<file path="config.mk">
export PLATFORM = sky130hd
export DESIGN_NAME = reg_serializer
export DESIGN_NICKNAME = d
export VERILOG_FILES = /design/src/rtl/reg_serializer.sv
export SDC_FILE = /design/constraint.sdc
export NUM_CORES = 1
export LEC_CHECK = 0
export CAP_MARGIN = 30
export CORE_UTILIZATION = 40
export DETAILED_ROUTE_END_ITERATION = 6
export PLACE_DENSITY = 0.75
export SYNTH_ARGS = -nofsm -noshare
export SYNTH_HDL_FRONTEND = slang
export SYNTH_SLANG_ARGS = --single-unit
</file>
<file path="constraint.sdc">
create_clock -name clk_i -period 1.5 [get_ports clk_i]
set_input_delay 0.45 -clock clk_i [delete_from_list [all_inputs] [get_ports clk_i]]
set_output_delay 0.45 -clock clk_i [all_outputs]
set_load 0.005 [all_outputs]
</file>
<file path="src/rtl/reg_serializer.sv">
// reg_serializer -- parallel-to-serial converter, MSB first.
//
// Captures a WIDTH-bit word when ready_o is high and load_i is asserted, then
// presents it one bit per cycle on sout_o with sout_valid_o high for exactly
// WIDTH consecutive cycles, followed by a one-cycle done_o pulse.
//
// Optional feature: define SERIALIZER_PARITY_EN to append one even-parity bit
// (XOR of the captured word) after the data bits, before the done pulse.
//
// Ports:
//   clk_i         rising-edge clock
//   rst_ni        asynchronous active-low reset
//   load_i        capture request, honoured only while ready_o = 1
//   d_i           parallel word to serialize
//   ready_o       high only in IDLE
//   sout_o        serial data, forced to 0 whenever sout_valid_o = 0
//   sout_valid_o  high in every cycle sout_o carries a bit
//   done_o        one-cycle pulse after the final serial bit
module reg_serializer #(
   parameter int WIDTH = 16
) (
   input  logic             clk_i,
   input  logic             rst_ni,
   input  logic             load_i,
   input  logic [WIDTH-1:0] d_i,
   output logic             ready_o,
   output logic             sout_o,
   output logic             sout_valid_o,
   output logic             done_o
);

   localparam int CW = $clog2(WIDTH + 1);
   localparam logic [CW-1:0] LAST_BIT = CW'(WIDTH - 1);

`ifdef SERIALIZER_PARITY_EN
   typedef enum logic [1:0] {S_IDLE, S_SHIFT, S_PARITY, S_DONE} state_t;
`else
   typedef enum logic [1:0] {S_IDLE, S_SHIFT, S_DONE} state_t;
`endif

   state_t           state_q, state_d;
   logic [WIDTH-1:0] shift_q, shift_d;
   logic [CW-1:0]    cnt_q, cnt_d;
`ifdef SERIALIZER_PARITY_EN
   logic             parity_q, parity_d;
`endif

   always_ff @(posedge clk_i or negedge rst_ni) begin
      if (!rst_ni) begin
         state_q  <= S_IDLE;
         shift_q  <= '0;
         cnt_q    <= '0;
`ifdef SERIALIZER_PARITY_EN
         parity_q <= 1'b0;
`endif
      end else begin
         state_q  <= state_d;
         shift_q  <= shift_d;
         cnt_q    <= cnt_d;
`ifdef SERIALIZER_PARITY_EN
         parity_q <= parity_d;
`endif
      end
   end

   // Outputs are decoded purely from the state register so that an
   // asynchronous reset drives them to their idle values with no clock edge.
   always_comb begin
      state_d      = state_q;
      shift_d      = shift_q;
      cnt_d        = cnt_q;
`ifdef SERIALIZER_PARITY_EN
      parity_d     = parity_q;
`endif
      ready_o      = 1'b0;
      sout_o       = 1'b0;
      sout_valid_o = 1'b0;
      done_o       = 1'b0;

      case (state_q)
         S_IDLE: begin
            ready_o = 1'b1;
            if (load_i) begin
               shift_d = d_i;
               cnt_d   = '0;
`ifdef SERIALIZER_PARITY_EN
               // Parity is taken from the word as captured, so later
               // changes on d_i cannot disturb it.
               parity_d = ^d_i;
`endif
               state_d = S_SHIFT;
            end
         end

         S_SHIFT: begin
            sout_valid_o = 1'b1;
            sout_o       = shift_q[WIDTH-1];
            shift_d      = {shift_q[WIDTH-2:0], 1'b0};
            // Counter stops at WIDTH on the final bit; it never wraps
            // because the state leaves SHIFT on that same edge.
            cnt_d        = cnt_q + CW'(1);
            if (cnt_q == LAST_BIT) begin
`ifdef SERIALIZER_PARITY_EN
               state_d = S_PARITY;
`else
               state_d = S_DONE;
`endif
            end
         end

`ifdef SERIALIZER_PARITY_EN
         S_PARITY: begin
            sout_valid_o = 1'b1;
            sout_o       = parity_q;
            state_d      = S_DONE;
         end
`endif

         S_DONE: begin
            done_o  = 1'b1;
            state_d = S_IDLE;
         end

         default: state_d = S_IDLE;
      endcase
   end

endmodule

</file>
=== Word level (Yosys, flattened, before mapping) ===
Cells that the tools add are included.
Widths: inputs -> output; s select.

* Add/subtract/negate cells: 1
* $mul: 0
* Divide/modulo/power cells: 0
* Order comparisons: 0
* Eq/ne operators: 5
* Shift-type cells: 0
* Mux-type cells: 11
* Bitwise logic cells: 0
* Reductions and logical operators: 4

{| class="wikitable"
|+ Operators with widths
! kind !! count
|-
| $pmux 16 s2 || 1
|-
| $mux 16 || 1
|-
| $pmux 5 s2 || 1
|-
| $add 5x1->5 const B || 1
|-
| $eq 5x4->1 const B || 1
|-
| $mux 5 || 1
|-
| $mux 1 || 4
|-
| $mux 2 || 2
|-
| $ne 2x2->1 const B || 2
|-
| $pmux 2 s2 || 1
|-
| $reduce_and 2->1 || 2
|-
| $eq 2x1->1 const B || 1
|-
| $eq 2x2->1 const B || 1
|-
| $logic_not 2->1 || 1
|-
| $reduce_bool 2->1 || 1
|}

* Flip-flop bits (word level): 23
* Bits in latches: 0
* Memory bits (writable): 0
* Memory bits (read-only): 0
* Output and inout bits: 4
* Memories: 0

=== Logic depth before layout (Yosys ltp) ===
* Depth in word-level cells: 3
* Depth in mapped cells: 6

=== Worst setup path before layout ===
No wires, ideal clock.

* Path type: reg-to-output
* From: register state_q[1]
* To: output port sout_o
* Arrival time: 836 ps
* Data required time: 1050 ps
* Setup slack: 214 ps
* Stages on the path, launching flop included: 4
* Path through: dfrtp_1 -> nand2b_1 -> inv_2 -> and2_1

* Longest elaborated chain between the ends: 2

{| class="wikitable"
|+ RTL lines
! element !! line !! RTL
|-
| from (decl) || 41 || <nowiki>state_t state_q, state_d;</nowiki>
|-
| from (signal assigned) || 57 || <nowiki>state_q <= state_d;</nowiki>
|-
| $eq 2x1->1 || 80 || <nowiki>case (state_q)</nowiki>
|-
| $mux 1 || 80 ||
|-
| to (decl) || 27 || <nowiki>output logic sout_o,</nowiki>
|}

Every way passes these cells.

=== Final worst setup path ===
* From: register state_q[0]
* To: output port sout_o

The elaborated chain is that of the path after synthesis.

==> summary.txt <==
Global routing
  – Pin count of the biggest net entering global routing: 24
  – Vias in the first global route: 924
  – GR Util All Layers: 0.1955
  – Initial antenna violation count: 0
  – First-pass GRT wire length: 4071 um
  – Gr ovfl total: 0

CTS
  – CTS max path bufs: 2
  – Post-CTS Hold Buffers: 0
  – Htree depth: 1
  – CTS Buf Count: 3
  – CTS Sinks: 23
  – CTS tree: built
  – Worst skew pair latency: 0.30 ns
  – Clk slew on worst S/H paths: 0.12 ns
  – CTS root buf: clkbuf_4

Setup path
  – Crit-path max FO: 3
  – Worst Path Buf+Inv: 3
  – Kind of cell adding the most delay to the critical path: flip-flops
  – CP required: 1.05 ns
  – Crit path DAT: 1.18 ns
  – CP max-delay cell: dfrtp_1
  – Crit-path cells: buf_6 -> nand2b_4 -> inv_2 -> and2_1 -> buf_2
  – Type of origin of the critical path: flip-flop
  – Setup crit end kind: output port
  – Crit path kind: flip-flop to output port
  – Slowest stage delay, CP: 0.42 ns

Power
  – Psw: 848.7 uW
  – Cell Int Power: 1512 uW
  – Power share of the combinational group: 0.449
  – Worst IR Drop VDD: 778.3 uV
  – Pleak: 0.0006529 uW
  – Sequential fraction of design power: 0.431
  – Power Total: 2360 uW
  – Clock share of power: 0.119
  – Net Sw Frac: 0.3596
  – Cell Pwr Density: 1588 nW/um2

Logic synthesis
  – Net Count, Synth: 133
  – Count leader, synth: dfrtp_1
  – Synth top area share: 0.5293
  – Synth Flop Type: dfrtp_1
  – Post-synthesis cell area: 1087 um2
  – Mapped Cells: 112
  – Synth area leader: dfrtp_1
  – Yosys reg bits: 23
  – Number of flops mapped to enable cells by yosys: 0
  – Top cells by count, synth: dfrtp_1 (23), a22oi_1 (15), nand2_1 (13), o21ai_1 (11), a21oi_1 (8)
  – Syn. warnings: 0
  – Sequential element share of the synthesized area: 0.5293
  – Synth cell types: 24
  – Ys async rst share: 1.000
  – Area contributors post-synth: dfrtp_1 (53%), a22oi_1 (10%), o21ai_1 (5.1%)
  – Syn Area/Cell: 9.708 um2

Die
  – Core area: 2522 um2
  – Ports: 23
  – Die Y: 54.14 um
  – Cell Rows: 18
  – Die W: 54.14 um
  – Starting Density: 0.4311
  – Die area: 2931 um2

Finish
  – Fin nets: 169
  – Layout cell share with drive strength beyond 1: 0.1973
  – N_diodes: 0
  – Area growth, synth to finish: 36.71%

Drt
  – First-pass iteration count of the detailed router: 4
  – Via count: 978
  – Iter 0 DRT Violations: 31
  – DRT Wirelength: 2469 um
  – Routed Antenna Nets: 0
  – DR WL/cell: 13.95 um
  – Via density: 5.525
  – Drt drc: 0

Timing
  – Final Max Slew Viols: 0
  – Relative slew slack: 0.8064
  – # setup viols final: 4
  – Tcrit/Tclk final: 1.084
  – Clock skew: 0.001463 ns
  – Peak Freq: 0.6149 GHz
  – Fin Setup TNS: -0.2369 ns
  – Hold Vio Cnt, Final: 0
  – Worst-Margin Slew: 0.2904 ns
  – Tmin final: 1.626 ns
  – PnR worst setup slack: -0.1262 ns
  – RSZ-0062 raised after global routing: yes

Place
  – PortBufs: 22
  – Hpwl dp: 1658 um
  – Gp weighted congestion: 0.6853

Run status
  – Status: finished with violations
  – Failing checks: setup timing

Hold path
  – Worst hold path class: input pin to asynchronous set/reset pin

Flow run
  – Number of max-cap violations: 0
## power groups by stage
stage                     registers [uW]  logic [uW]  clock network [uW]
final                               1020        1060                 281
after global routing                1050        1190                 318
after detailed placement            1020         940                   0
after CTS                           1010        1010                 291
after global placement              1010         907                   0
after floorplan                      990         588                   0
## path summary, 6_finish.rpt
kind,from,to,slack (ns),cells after the start
worst max-delay path,state_q[0],sout_o,-0.13,5
worst min-delay path,rst_ni,shift_q[15],0.48,2
worst max register to register,state_q[1],shift_q[14],0.08,5
worst min register to register,shift_q[7],shift_q[7],0.50,2
max in group asynchronous,rst_ni,cnt_q[0],0.79,2
min in group clk_i,shift_q[7],shift_q[7],0.50,2
## logic make-up after synthesis
| kind of cell | count (synthesis) | synth area share |
|---|---|---|
| buffers and inverters | 11 | 0.04602 |
| AOI/OAI and AO/OA | 45 | 0.2589 |
| DFF | 23 | 0.5293 |
| and+or+nand+nor | 31 | 0.1427 |
| adders and majority gates | 2 | 0.02301 |
## metrics by stage
stage	setup slack, ns	util	hold WS (ns)	std cells	area (um2)
2_1_floorplan	0.2144	-	0.1544	112	1087
3_3_place_gp	-0.3646	0.5506	0.4694	168	1389
3_5_place_dp	-0.4257	0.5506	0.4795	168	1389
4_1_cts	-0.1314	0.5813	0.4926	177	1466
5_1_grt	-0.1740	0.5893	0.5000	177	1486
6_report	-0.1262	0.5893	0.4815	177	1486
## registers in the layout (all words and copies together), names as in the netlist
register  flops
state_q       2
shift_q      16
cnt_q         5
## layout make-up
cell class / count / area (um2)
clock buffers: 3 / 22.52
clock inverters: 1 / 5.005
fillers: 230 / 1036
inverters: 5 / 18.77
multi-input cells: 78 / 494.2
flip-flops and latches: 23 / 575.6
well taps: 30 / 37.54
repair buffers: 37 / 332.8
## cell usage in the layout (no fill, tap or decap), types with 2 or more instances in the layout
| cell type | instances |
|---|---|
| dfrtp_1 | 23 |
| clkdlybuf4s50_1 | 18 |
| a22oi_1 | 15 |
| nand2_1 | 13 |
| buf_4 | 12 |
| o21ai_1 | 11 |
| a21oi_1 | 8 |
| o21ai_0 | 7 |
| nor2b_1 | 6 |
| inv_1 | 4 |
| buf_2 | 4 |
| clkbuf_4 | 3 |
| nor2_1 | 2 |
| nand3_1 | 2 |
| ha_1 | 2 |
| buf_6 | 2 |
## what timing repair did
action	in CTS	in global routing
buffers inserted	5	1
pin swaps	1	1
endpoints found under the setup margin	20	22
resized for setup	24	3
endpoints found under the hold margin	0	0
## worst register-to-register path: cells and delay by family, from the launching register on
family	cells	cell delay, ns
simple gates	1	0.31
compound gates	2	0.29
flops	1	0.42
buf+inv	2	0.32
## routing by layer
metal	track usage	vias up	routed length (um)
met4	0.05556	0	6
li1	-	470	-
met5	0	-	0
met1	0.2554	478	1101
met2	0.3293	28	1248
met3	0.03390	2	112
Power figures use the tool's default switching activity.
